$ cat src/rtl/downconverter_if.sv
// Sample-stream bundle between the RX matched filter, the downconverter and the PRBS checker.
interface downconverter_if #(
    parameter int unsigned NB_DATA  = 8,
    parameter int unsigned NB_PHASE = 2,
    parameter int unsigned NB_CNT   = 16
);
    logic                       i_enable;
    logic [NB_PHASE-1:0]        i_phase;
    logic signed [NB_DATA-1:0]  i_data_I;
    logic signed [NB_DATA-1:0]  i_data_Q;
    logic signed [NB_DATA-1:0]  o_data_I;
    logic signed [NB_DATA-1:0]  o_data_Q;
    logic                       o_bit_I;
    logic                       o_bit_Q;
    logic                       o_valid;
    logic [NB_PHASE-1:0]        o_phase_applied;
    logic [NB_CNT-1:0]          o_sym_count;

    modport master (
        output i_enable, i_phase, i_data_I, i_data_Q,
        input  o_data_I, o_data_Q, o_bit_I, o_bit_Q, o_valid, o_phase_applied, o_sym_count
    );

    modport slave (
        input  i_enable, i_phase, i_data_I, i_data_Q,
        output o_data_I, o_data_Q, o_bit_I, o_bit_Q, o_valid, o_phase_applied, o_sym_count
    );
endinterface

$ cat src/rtl/downconverter.sv
// Symbol-rate decimator: keeps one of every OS I/Q samples at a programmable
// phase and slices the kept sample to hard bits for the PRBS checker.
module downconverter #(
    parameter int unsigned NB_DATA  = 8,
    parameter int unsigned OS       = 4,
    parameter int unsigned NB_PHASE = 2,
    parameter int unsigned NB_CNT   = 16
) (
    input logic              i_clock,
    input logic              i_reset,
    downconverter_if.slave   bus
);
    localparam logic [NB_PHASE-1:0] LAST_PHASE = NB_PHASE'(OS - 1);

    logic [NB_PHASE-1:0]       cnt;
    logic [NB_PHASE-1:0]       phase_reg;
    logic signed [NB_DATA-1:0] data_i_q;
    logic signed [NB_DATA-1:0] data_q_q;
    logic                      bit_i_q;
    logic                      bit_q_q;
    logic                      valid_q;
    logic [NB_CNT-1:0]         sym_count_q;

    logic capture_c;
    logic boundary_c;
    logic phase_ok_c;

    // Capture compares against the phase in force before any boundary reload.
    assign capture_c  = bus.i_enable && (cnt == phase_reg);
    assign boundary_c = bus.i_enable && (cnt == LAST_PHASE);
    assign phase_ok_c = 32'(bus.i_phase) < OS;

    // Phase counter and phase register, both updated only on enabled samples.
    always_ff @(posedge i_clock or negedge i_reset) begin
        if (!i_reset) begin
            cnt       <= '0;
            phase_reg <= '0;
        end else if (bus.i_enable) begin
            cnt <= boundary_c ? '0 : cnt + NB_PHASE'(1);
            if (boundary_c && phase_ok_c) begin
                phase_reg <= bus.i_phase;
            end
        end
    end

    // Kept-sample registers; hold between captures.
    always_ff @(posedge i_clock or negedge i_reset) begin
        if (!i_reset) begin
            data_i_q    <= '0;
            data_q_q    <= '0;
            bit_i_q     <= 1'b0;
            bit_q_q     <= 1'b0;
            valid_q     <= 1'b0;
            sym_count_q <= '0;
        end else begin
            valid_q <= capture_c;
            if (capture_c) begin
                data_i_q    <= bus.i_data_I;
                data_q_q    <= bus.i_data_Q;
                bit_i_q     <= bus.i_data_I[NB_DATA-1];
                bit_q_q     <= bus.i_data_Q[NB_DATA-1];
                sym_count_q <= sym_count_q + NB_CNT'(1);
            end
        end
    end

    assign bus.o_data_I        = data_i_q;
    assign bus.o_data_Q        = data_q_q;
    assign bus.o_bit_I         = bit_i_q;
    assign bus.o_bit_Q         = bit_q_q;
    assign bus.o_valid         = valid_q;
    assign bus.o_phase_applied = phase_reg;
    assign bus.o_sym_count     = sym_count_q;
endmodule

$ cat src/flat_wrapper.sv
// flat-port wrapper written by rule: the top's interface ports become plain ports
module downconverter_flat 
#(
    parameter int unsigned NB_DATA  = 8,
    parameter int unsigned OS       = 4,
    parameter int unsigned NB_PHASE = 2,
    parameter int unsigned NB_CNT   = 16
)
  (i_clock, i_reset, bus_i_enable, bus_i_phase, bus_i_data_I, bus_i_data_Q, bus_o_data_I, bus_o_data_Q, bus_o_bit_I, bus_o_bit_Q, bus_o_valid, bus_o_phase_applied, bus_o_sym_count);
  downconverter_if #(.NB_DATA(NB_DATA), .NB_PHASE(NB_PHASE), .NB_CNT(NB_CNT)) bus_i ();
  input logic i_clock;
  input logic i_reset;
  input wire logic [$bits(bus_i.i_enable)-1:0] bus_i_enable;
  input wire logic [$bits(bus_i.i_phase)-1:0] bus_i_phase;
  input wire logic [$bits(bus_i.i_data_I)-1:0] bus_i_data_I;
  input wire logic [$bits(bus_i.i_data_Q)-1:0] bus_i_data_Q;
  output wire logic [$bits(bus_i.o_data_I)-1:0] bus_o_data_I;
  output wire logic [$bits(bus_i.o_data_Q)-1:0] bus_o_data_Q;
  output wire logic [$bits(bus_i.o_bit_I)-1:0] bus_o_bit_I;
  output wire logic [$bits(bus_i.o_bit_Q)-1:0] bus_o_bit_Q;
  output wire logic [$bits(bus_i.o_valid)-1:0] bus_o_valid;
  output wire logic [$bits(bus_i.o_phase_applied)-1:0] bus_o_phase_applied;
  output wire logic [$bits(bus_i.o_sym_count)-1:0] bus_o_sym_count;
  assign bus_i.i_enable = bus_i_enable;
  assign bus_i.i_phase = bus_i_phase;
  assign bus_i.i_data_I = bus_i_data_I;
  assign bus_i.i_data_Q = bus_i_data_Q;
  assign bus_o_data_I = bus_i.o_data_I;
  assign bus_o_data_Q = bus_i.o_data_Q;
  assign bus_o_bit_I = bus_i.o_bit_I;
  assign bus_o_bit_Q = bus_i.o_bit_Q;
  assign bus_o_valid = bus_i.o_valid;
  assign bus_o_phase_applied = bus_i.o_phase_applied;
  assign bus_o_sym_count = bus_i.o_sym_count;
  downconverter #(.NB_DATA(NB_DATA), .OS(OS), .NB_PHASE(NB_PHASE), .NB_CNT(NB_CNT)) u_core (.i_clock(i_clock), .i_reset(i_reset), .bus(bus_i));
endmodule
$ cat config.mk
export PLATFORM = sky130hd
export DESIGN_NAME = downconverter_flat
export DESIGN_NICKNAME = d
export VERILOG_FILES = /design/src/rtl/downconverter_if.sv /design/src/rtl/downconverter.sv /design/src/flat_wrapper.sv
export SDC_FILE = /design/constraint.sdc
export NUM_CORES = 1
export LEC_CHECK = 0
export BUFFER_PORTS_ARGS = -buffer_cell sky130_fd_sc_hd__buf_2
export CAP_MARGIN = 20
export CORE_MARGIN = 4
export CORE_UTILIZATION = 35
export CTS_CLUSTER_DIAMETER = 40
export DETAILED_ROUTE_END_ITERATION = 7
export GPL_TIMING_DRIVEN = 0
export SLEW_MARGIN = 20
export SYNTH_ARGS = -nofsm -noshare
export SYNTH_HDL_FRONTEND = slang
export SYNTH_SLANG_ARGS = --single-unit
$ cat constraint.sdc
create_clock -name i_clock -period 1.7 [get_ports i_clock]
set_input_delay 0.085 -clock i_clock [delete_from_list [all_inputs] [get_ports i_clock]]
set_output_delay 0.085 -clock i_clock [all_outputs]
set_load 0.05 [all_outputs]
== After elaboration in Yosys (flattened, before gate mapping) ==
Cells that the tools add are included.
Storage, ports and cells
  bits in registers: 39
  input bits: 21
  output and inout port bits: 37
  logic and storage cells: 16
Cells by class
  add/subtract/negate cells: 2
  equality and inequality tests: 2
  muxes and demuxes: 1
  reductions and logical operators: 3
Operators by type and width (number)
  16-bit by 1-bit adder with 16-bit output (second input constant): 1
  2-bit by 1-bit adder with 2-bit output (second input constant): 1
  2-bit == test: 1
  2-bit == test (second input constant): 1
  1-bit logical AND: 2
  2-bit 2-to-1 mux: 1
  2-bit AND reduction: 1

== Longest topological paths before layout ==
Gate-level depths: netlist of run 1.
  depth in word-level cells: 3
  depth in mapped cells: 6
  gate-level depth less buffers: 5

== Least setup slack after synthesis of run 1 ==
Ideal clock, no wire load.
  path type: flip-flop to flip-flop
  start point: reg u_core.sym_count_q[0] (netlist: u_core.bus.o_sym_count[0])
  end point: reg u_core.sym_count_q[14] (netlist: u_core.bus.o_sym_count[14])
  setup time: 141 ps
  data arrival time: 1672 ps
  data required time: 1559 ps
  slack: -113 ps
  cell stages (with the launch flop): 6
  path buffers: 0
  period minus slack after synthesis: 1813 ps
  path through: dfrtp_1 > ha_1 > nand2_1 > nor4_4 > nand4_1 > xnor2_1
On the way
  longest elaborated chain between the ends: 1
Ends and longest elaborated chain
  from (decl): line downconverter.sv:22  | logic [NB_CNT-1:0] sym_count_q;
  from (signal assigned): line downconverter.sv:62  | sym_count_q <= sym_count_q + NB_CNT'(1);
  16-bit by 1-bit adder with 16-bit output: line downconverter.sv:62
Every way passes these cells.
A chain may end at the register's enable or synchronous reset.

== Final worst setup path of run 1 ==
  start point: reg u_core.cnt[0]
  end point: reg u_core.sym_count_q[14] (netlist: u_core.bus.o_sym_count[14])
On the way
  longest elaborated chain between the ends: 2
Ends and longest elaborated chain
  from (decl): line downconverter.sv:15  | logic [NB_PHASE-1:0] cnt;
  from (signal assigned): line downconverter.sv:39  | cnt <= boundary_c ? '0 : cnt + NB_PHASE'(1);
  2-bit == test: line downconverter.sv:29  | assign capture_c = bus.i_enable && (cnt == phase_reg);
  1-bit logical AND: line downconverter.sv:29
Every way passes these cells.

==> summary.txt, run 1 <==
GRT
  – All-layer global routing usage: 0.129
  – Vias in the first global route: 1,176
  – First-pass GRT wire length: 5460 µm
  – Largest net degree at the start of global routing: 38
  – Initial antenna violation count: 0
  – Met2 Resource Use GR: 0.199
  – M3 GR Usage: 0.0507
  – Remaining Overflow, GRT: 0
  – Grt met1 use: 0.162
  – Gr busiest metal: met2

Setup path
  – Worst R2R Path Depth: 4
  – Critical Path Max Stage Delay: 0.44 ns
  – Crit Path Max Fanout: 5
  – Crit path max-delay cell type: dfrtp_1
  – Crit-path cells: xor2_1 > nor4_4 > nand4_1 > xnor2_1
  – Critical path data required time: between 1.5 and 2 ns
  – Worst setup SP type: flop
  – Worst endpoint data arrival time: 1.68 ns
  – CP Capture Type: flop
  – WS Path Type: reg2reg

Clocking
  – CTS Buf Count: 5
  – H-tree Lvls: 2
  – CTS tree: built
  – Clock Tree Buf Depth: 2
  – Skew-Pair Late Insertion Delay: roughly 0.28 ns
  – Hold Buf Count CTS: 16
  – Reg clk slew, reported paths: 0.07 ns
  – TritonCTS sink count: 37
  – Post-CTS setup buffers: 0
  – Cts repair resizes: 0
  – Clock root buffer: clkbuf_8

Timing
  – RSZ-0062 raised after global routing: false
  – Slew margin rel.: 0.466
  – Max-slew violation count: 0
  – Slew @ Worst Pin: 0.802 ns
  – Skew final: 0.00296 ns
  – Hold Vio Cnt, Final: 0
  – Post-Route Setup TNS: 0 ns
  – Fmax achieved: 657 MHz
  – Final-report setup violation count: 0
  – Fin crit share: 0.896
  – Min Tclk post-route: 1.52 ns

Yosys
  – Proportion of synthesized area in mux cells: 0.0280
  – Largest family of logic cells by synthesized area: simple AND/OR/NAND/NOR gates
  – Mapped cell area: 1570 µm²
  – Ys Warns: 0
  – Gate Count Post-Synth: 146
  – Post-Synth Adder-Cell Area: 0.0160
  – Syn nets: between 150 and 200
  – Synth Area in Simple Gates: 0.234
  – Biggest area consumer among synthesized cells: dfrtp_1
  – Yosys top cell area share: 0.592
  – Mean Syn Cell Area: 10.7 µm²
  – XOR/XNOR Fraction of Synth Area: 0.106
  – Sequential area share after synthesis: 0.592
  – Synth cell types: 19
  – Synth top area cells: dfrtp_1, nand2_1, xnor2_1, nor4_4, nand3_1
  – Count of state elements after synthesis: 37
  – Synth Area in Compound Gates: 0

Route
  – Final WL: 3300 µm
  – Vias: ~1,200
  – Vias per cell: 4.44
  – 1st-pass router iterations: 4
  – Drt wl/cell: roughly 12 µm
  – ANT nets after route: 0
  – Iter 0 DRT Violations: 95
  – # DRC: 0

Power
  – Sw frac: 0.504
  – Worst vdd ir: around 0.00085 V
  – Int Pwr: 2060 µW
  – Leakage Power: between 0.001 and 0.0015 µW
  – PD cells: 1910 nW/µm²
  – Combinational share of power: 0.507
  – NetSw: 2090 µW
  – Clock power frac: 0.149
  – Seq pwr share: 0.344

Worst hold path
  – Worst Hold Class: in2reg
  – Worst Hold Depth: 3

Floorplanning
  – Initial Util: 0.359
  – IO Pins: 58
  – Rows: 24
  – Die height: 74.9 µm
  – Die Footprint: about 5600 µm²
  – Core area: about 4400 µm²
  – Die width: 74.9 µm

Finish
  – Most frequent cells in the layout: buf_2, nand2_1, dfrtp_1
  – Post-layout util: 0.499
  – Final design instance area without fill: 2170 µm²
  – Finished Layout Cells: 279
  – Area Overhead vs Synth: 38.8%
  – Fin nets: between 200 and 250
  – Diode count: 0
  – Share of cells above drive strength 1: 0.348
  – Commonest non-fill, non-tap cell in the layout: buf_2

Placement
  – RePlAce Congestion: ~0.69
  – Placed cell count: 255
  – PortBufs: 57
  – Area after DPL: 1920 µm²
  – Post-DP HPWL: between 2000 and 2500 µm

Run status
  – Run status: complete, no violations

Job
  – Maxcap violations: 0
[critical path, delay by kind of cell, from the launching register on]
kind | cells | cell delay, ns
xor gates and xnor gates | 2 | 0.39
DFF | 1 | 0.44
and+or+nand+nor | 2 | 0.57
[cells in the mapped netlist]
| cell type | number |
|---|---|
| nand2_1 | 58 |
| dfrtp_1 | 37 |
| xnor2_1 | 15 |
| nand3_1 | 7 |
| nand4_1 | 4 |
| xor2_1 | 4 |
| buf_2 | 3 |
| mux2_2 | 3 |
| and3_1 | 2 |
| buf_4 | 2 |
| ha_1 | 2 |
| nor4_4 | 2 |
| and4_1 | 1 |
| clkbuf_1 | 1 |
| inv_1 | 1 |
| mux2i_1 | 1 |
| nand4_2 | 1 |
| nor3_1 | 1 |
| or2b_1 | 1 |
[layer usage]
layer / up-vias / share of wire
met5: - / 0
met4: 0 / 0.010
met3: 4 / 0.079
met2: 39 / 0.47
met1: 570 / 0.44
li1: 627 / -
[state kept, by name (all words and copies together), names as in the netlist]
register / flops
u_core.bus.o_valid: 1
u_core.bus.o_bit_Q: 1
u_core.bus.o_phase_applied: 2
u_core.bus.o_sym_count: 16
u_core.bus.o_data_Q: 7
u_core.bus.o_bit_I: 1
u_core.cnt: 2
u_core.bus.o_data_I: 7
[kinds of logic (layout without fill, tap and decap cells)]
group,Yosys count,after routing
DFF,37,37
adders and majority gates,2,2
xor gates and xnor gates,19,19
muxes,4,4
and+or+nand+nor,77,77
buffers and inverters,7,88
[power groups by stage]
| stage | Clock [µW] | Combinational [µW] | Sequential, µW |
|---|---|---|---|
| floorplan | 0 | 703 | 2340 |
| global placement | 0 | 2080 | 1440 |
| detailed placement | 0 | 2110 | 1440 |
| CTS | 647 | 2130 | 1430 |
| global route | 683 | 2270 | 1480 |
| finish | 617 | 2110 | 1430 |
[final cells by class]
| cell class | count | area (µm²) |
|---|---|---|
| Fill cell | 391 | 2180 |
| Sequential cell | 37 | 932 |
| Multi-Input combinational cell | 102 | 602 |
| Timing Repair Buffer | 73 | 445 |
| Clock buffer | 8 | 90.1 |
| Tap cell | 52 | 65.1 |
| Buffer | 6 | 33.8 |
| Inverter | 1 | 3.75 |
[worst paths after layout]
| kind | startpoint | to | slack [ns] |
|---|---|---|---|
| worst max-delay path | u_core.cnt[0] | u_core.bus.o_sym_count[14] | 0.18 |
| max in group asynchronous | i_reset | u_core.bus.o_phase_applied[0] | 0.72 |
| worst min-delay path | bus_i_data_Q[4] | u_core.bus.o_data_Q[4] | 0.004 |
| min in group asynchronous | i_reset | u_core.bus.o_data_Q[5] | 0.43 |
| worst min register to register | u_core.bus.o_sym_count[15] | u_core.bus.o_sym_count[15] | 0.46 |
| worst max register to register | u_core.cnt[0] | u_core.bus.o_sym_count[14] | 0.18 |
[stage by stage]
step           hold WS [ns]  worst slack (ns)  total power (µW)
2_1_floorplan        -0.211           0.00989              3040
3_3_place_gp          0.236             0.187              3530
3_5_place_dp          0.233             0.165              3550
4_1_cts           0.0000263             0.147              4210
5_1_grt              0.0126            0.0108              4430
6_report            0.00370             0.177              4150
Note: power is estimated with default switching activity, not from simulation.
==> run 2, diff against run 1 <==
==> constraint.sdc (replaced) <==
create_clock -name i_clock -period 1.4 [get_ports i_clock]
set_input_delay 0.07 -clock i_clock [delete_from_list [all_inputs] [get_ports i_clock]]
set_output_delay 0.07 -clock i_clock [all_outputs]
set_load 0.05 [all_outputs]
==> summary.txt, run 2 (synthesis gave the netlist of run 1 again) <==
Setup path
  – WS Path Type: reg2reg
  – CP Capture Type: flop
  – Critical path data required time: 1.57 ns (-0.29 ns)
  – Worst R2R Path Depth: 5 (+1)
  – Worst setup SP type: flop
  – Worst endpoint data arrival time: 1.67 ns (about the same)
  – Crit Path Max Fanout: 5 (unchanged)

GRT
  – Remaining Overflow, GRT: 0 (unchanged)
  – Vias in the first global route: 1,272 (+8.2%)
  – Largest net degree at the start of global routing: 38 (unchanged)
  – Initial antenna violation count: 0 (unchanged)
  – All-layer global routing usage: 0.140 (+0.0106)
  – First-pass GRT wire length: 5880 µm (+7.7%)

Finish
  – Most frequent cells in the layout: buf_2, nand2_1, dfrtp_1
  – Share of cells above drive strength 1: 0.458 (+0.110)
  – Number of flip-flops in the largest register: 16 (unchanged)
  – Commonest non-fill, non-tap cell in the layout: buf_2
  – Fillcell total: 377 (-3.6%)
  – Diode count: 0 (unchanged)
  – Finished Layout Cells: 292 (+4.7%)
  – Post-layout util: 0.547 (+0.0486)
  – Area Overhead vs Synth: 52.3%
  – Fin nets: 262 (+5.2%)

Power
  – Seq pwr share: 0.324 (-0.020)
  – Int Pwr: 2800 µW (+36%)
  – Worst vdd ir: 0.00148 V (+75%)
  – NetSw: 2680 µW (+28%)
  – Clock power frac: 0.137 (-0.012)
  – PD cells: 2300 nW/µm² (+20%)
  – Sw frac: 0.490 (-0.0145)
  – Leakage Power: 0.00124 µW (+6.9%)
  – Combinational share of power: 0.539 (+0.032)

Run status
  – Failing checks: negative setup slack
  – Run status: finished, violations left

Floorplanning
  – Die width: 74.9 µm (unchanged)
  – Die Footprint: 5610 µm² (unchanged)
  – Rows: 24 (unchanged)
  – Initial Util: 0.359 (unchanged)
  – Die height: 74.9 µm (unchanged)
  – IO Pins: 58 (unchanged)
  – Core area: 4350 µm² (unchanged)

Route
  – Vias: 1,300 (+4.8%)
  – Vias per cell: 4.45 (+0.17%)
  – # DRC: 0 (unchanged)
  – Met2 wire length: 1700 µm (+9.2%)
  – ANT nets after route: 0 (unchanged)
  – 1st-pass router iterations: 4 (unchanged)
  – Final WL: 3600 µm (+9.1%)
  – Iter 0 DRT Violations: 47 (-51%)
  – Met3 Wirelength: 321 µm (+23%)
  – Top routing layer in use: met4
  – Drt wl/cell: 12.3 µm (+4.2%)
  – Met1 wire length: 1500 µm (+3.9%)

Timing
  – Final-report setup violation count: 11 (+11)
  – Skew final: 0.00963 ns (+0.00667 ns)
  – Max-slew violation count: 0 (unchanged)
  – Setup WS post-layout: -0.102 ns (-0.279 ns)
  – Hold Vio Cnt, Final: 0 (unchanged)
  – Fmax achieved: 666 MHz (+1.4%)
  – Min Tclk post-route: 1.50 ns (-0.0208 ns)
  – Slew @ Worst Pin: 0.814 ns (+0.0122 ns)
  – Post-Route Setup TNS: -0.400 ns (-0.400 ns)
  – RSZ-0062 raised after global routing: true
  – Fin crit share: 1.07 (+0.177)
  – Slew margin rel.: 0.458 (-0.00815)

Clocking
  – Skew-Pair Late Insertion Delay: 0.29 ns (about the same)
  – TritonCTS sink count: 37 (unchanged)
  – Clock root buffer: clkbuf_8
  – H-tree Lvls: 2 (unchanged)
  – CTS tree: built
  – Reg clk slew, reported paths: 0.07 ns (about the same)
  – Clock Tree Buf Depth: 2 (unchanged)
  – CTS Buf Count: 5 (unchanged)

Placement
  – Place WS: -0.182 ns (-0.347 ns)
  – Post-DP HPWL: 2320 µm (+2.7%)
  – PortBufs: 57 (unchanged)
  – Placed cell count: 255 (unchanged)
  – RePlAce Congestion: 0.701 (+1.7%)

Worst hold path
  – Worst Hold Depth: 2 (-1)
  – Worst Hold Class: in2reg

Job
  – Maxcap violations: 0 (unchanged)
[run 2: changes by cell type in the layout (fill, tap and decap cells not counted), sizes merged]
| cell | before | now |
|---|---|---|
| dlygate4sd3 | 16 | 17 |
| buf | 62 | 75 |
| clkbuf | 9 | 8 |
[run 2: critical path, cell delays in order (launching register included)]
cell and delay, ns:
dfrtp_2 0.45, xor2_4 0.21, nor4_4 0.28, buf_4 0.19, nand4_1 0.11, xnor2_1 0.14
[run 2: per-stage QoR]
| step | total power [µW] | hold slack (ns) | cell area, µm² |
|---|---|---|---|
| final | 5480 | 0.0178 | 2380 |
| after floorplan | 3810 | -0.226 | 1630 |
| after global routing | 5820 | 0.0156 | 2380 |
| after detailed placement | 4430 | 0.222 | 1980 |
| after global placement | 4400 | 0.218 | 1980 |
| after CTS | 5340 | 0.00262 | 2290 |
[run 2: layout make-up]
type,count,area [µm²],area share
Inverter,1,3.75,0.00157
Tap cell,52,65.1,0.0273
Multi-Input combinational cell,102,676,0.283
Timing Repair Buffer,86,549,0.230
Sequential cell,37,943,0.396
Clock buffer,8,90.1,0.0378
Buffer,6,56.3,0.0236
[run 2: final timing paths]
check	slack (ns)	startpoint	to
setup reg to reg	-0.10	u_core.cnt[1]	u_core.bus.o_sym_count[14]
hold reg to reg	0.47	u_core.bus.o_sym_count[15]	u_core.bus.o_sym_count[15]
setup / recovery	-0.10	u_core.cnt[1]	u_core.bus.o_sym_count[14]
max in group asynchronous	0.41	i_reset	u_core.bus.o_phase_applied[1]
min in group asynchronous	0.40	i_reset	u_core.bus.o_sym_count[10]
hold / removal	0.02	bus_i_phase[1]	u_core.bus.o_phase_applied[1]
[run 2: routing by layer]
| metal | global-route usage | vias up |
|---|---|---|
| li1 | - | 654 |
| met1 | 0.172 | 593 |
| met2 | 0.215 | 44 |
| met3 | 0.0601 | 9 |
| met4 | 0.0593 | 0 |
| met5 | 0 | - |
[run 2: timing repair]
action,CTS,global route
setup endpoints to repair,24,23
resized for setup,7,14
hold buffers,17,0
endpoints found under the hold margin,53,0
setup buffers,5,7
pin swaps,3,7
[run 2: power groups by stage]
stage | registers (µW) | logic [µW] | clock network, µW
floorplan | 2900 | 914 | 0
global placement | 1810 | 2600 | 0
detailed placement | 1800 | 2620 | 0
CTS | 1770 | 2780 | 785
global route | 1840 | 3160 | 825
finish | 1780 | 2960 | 751
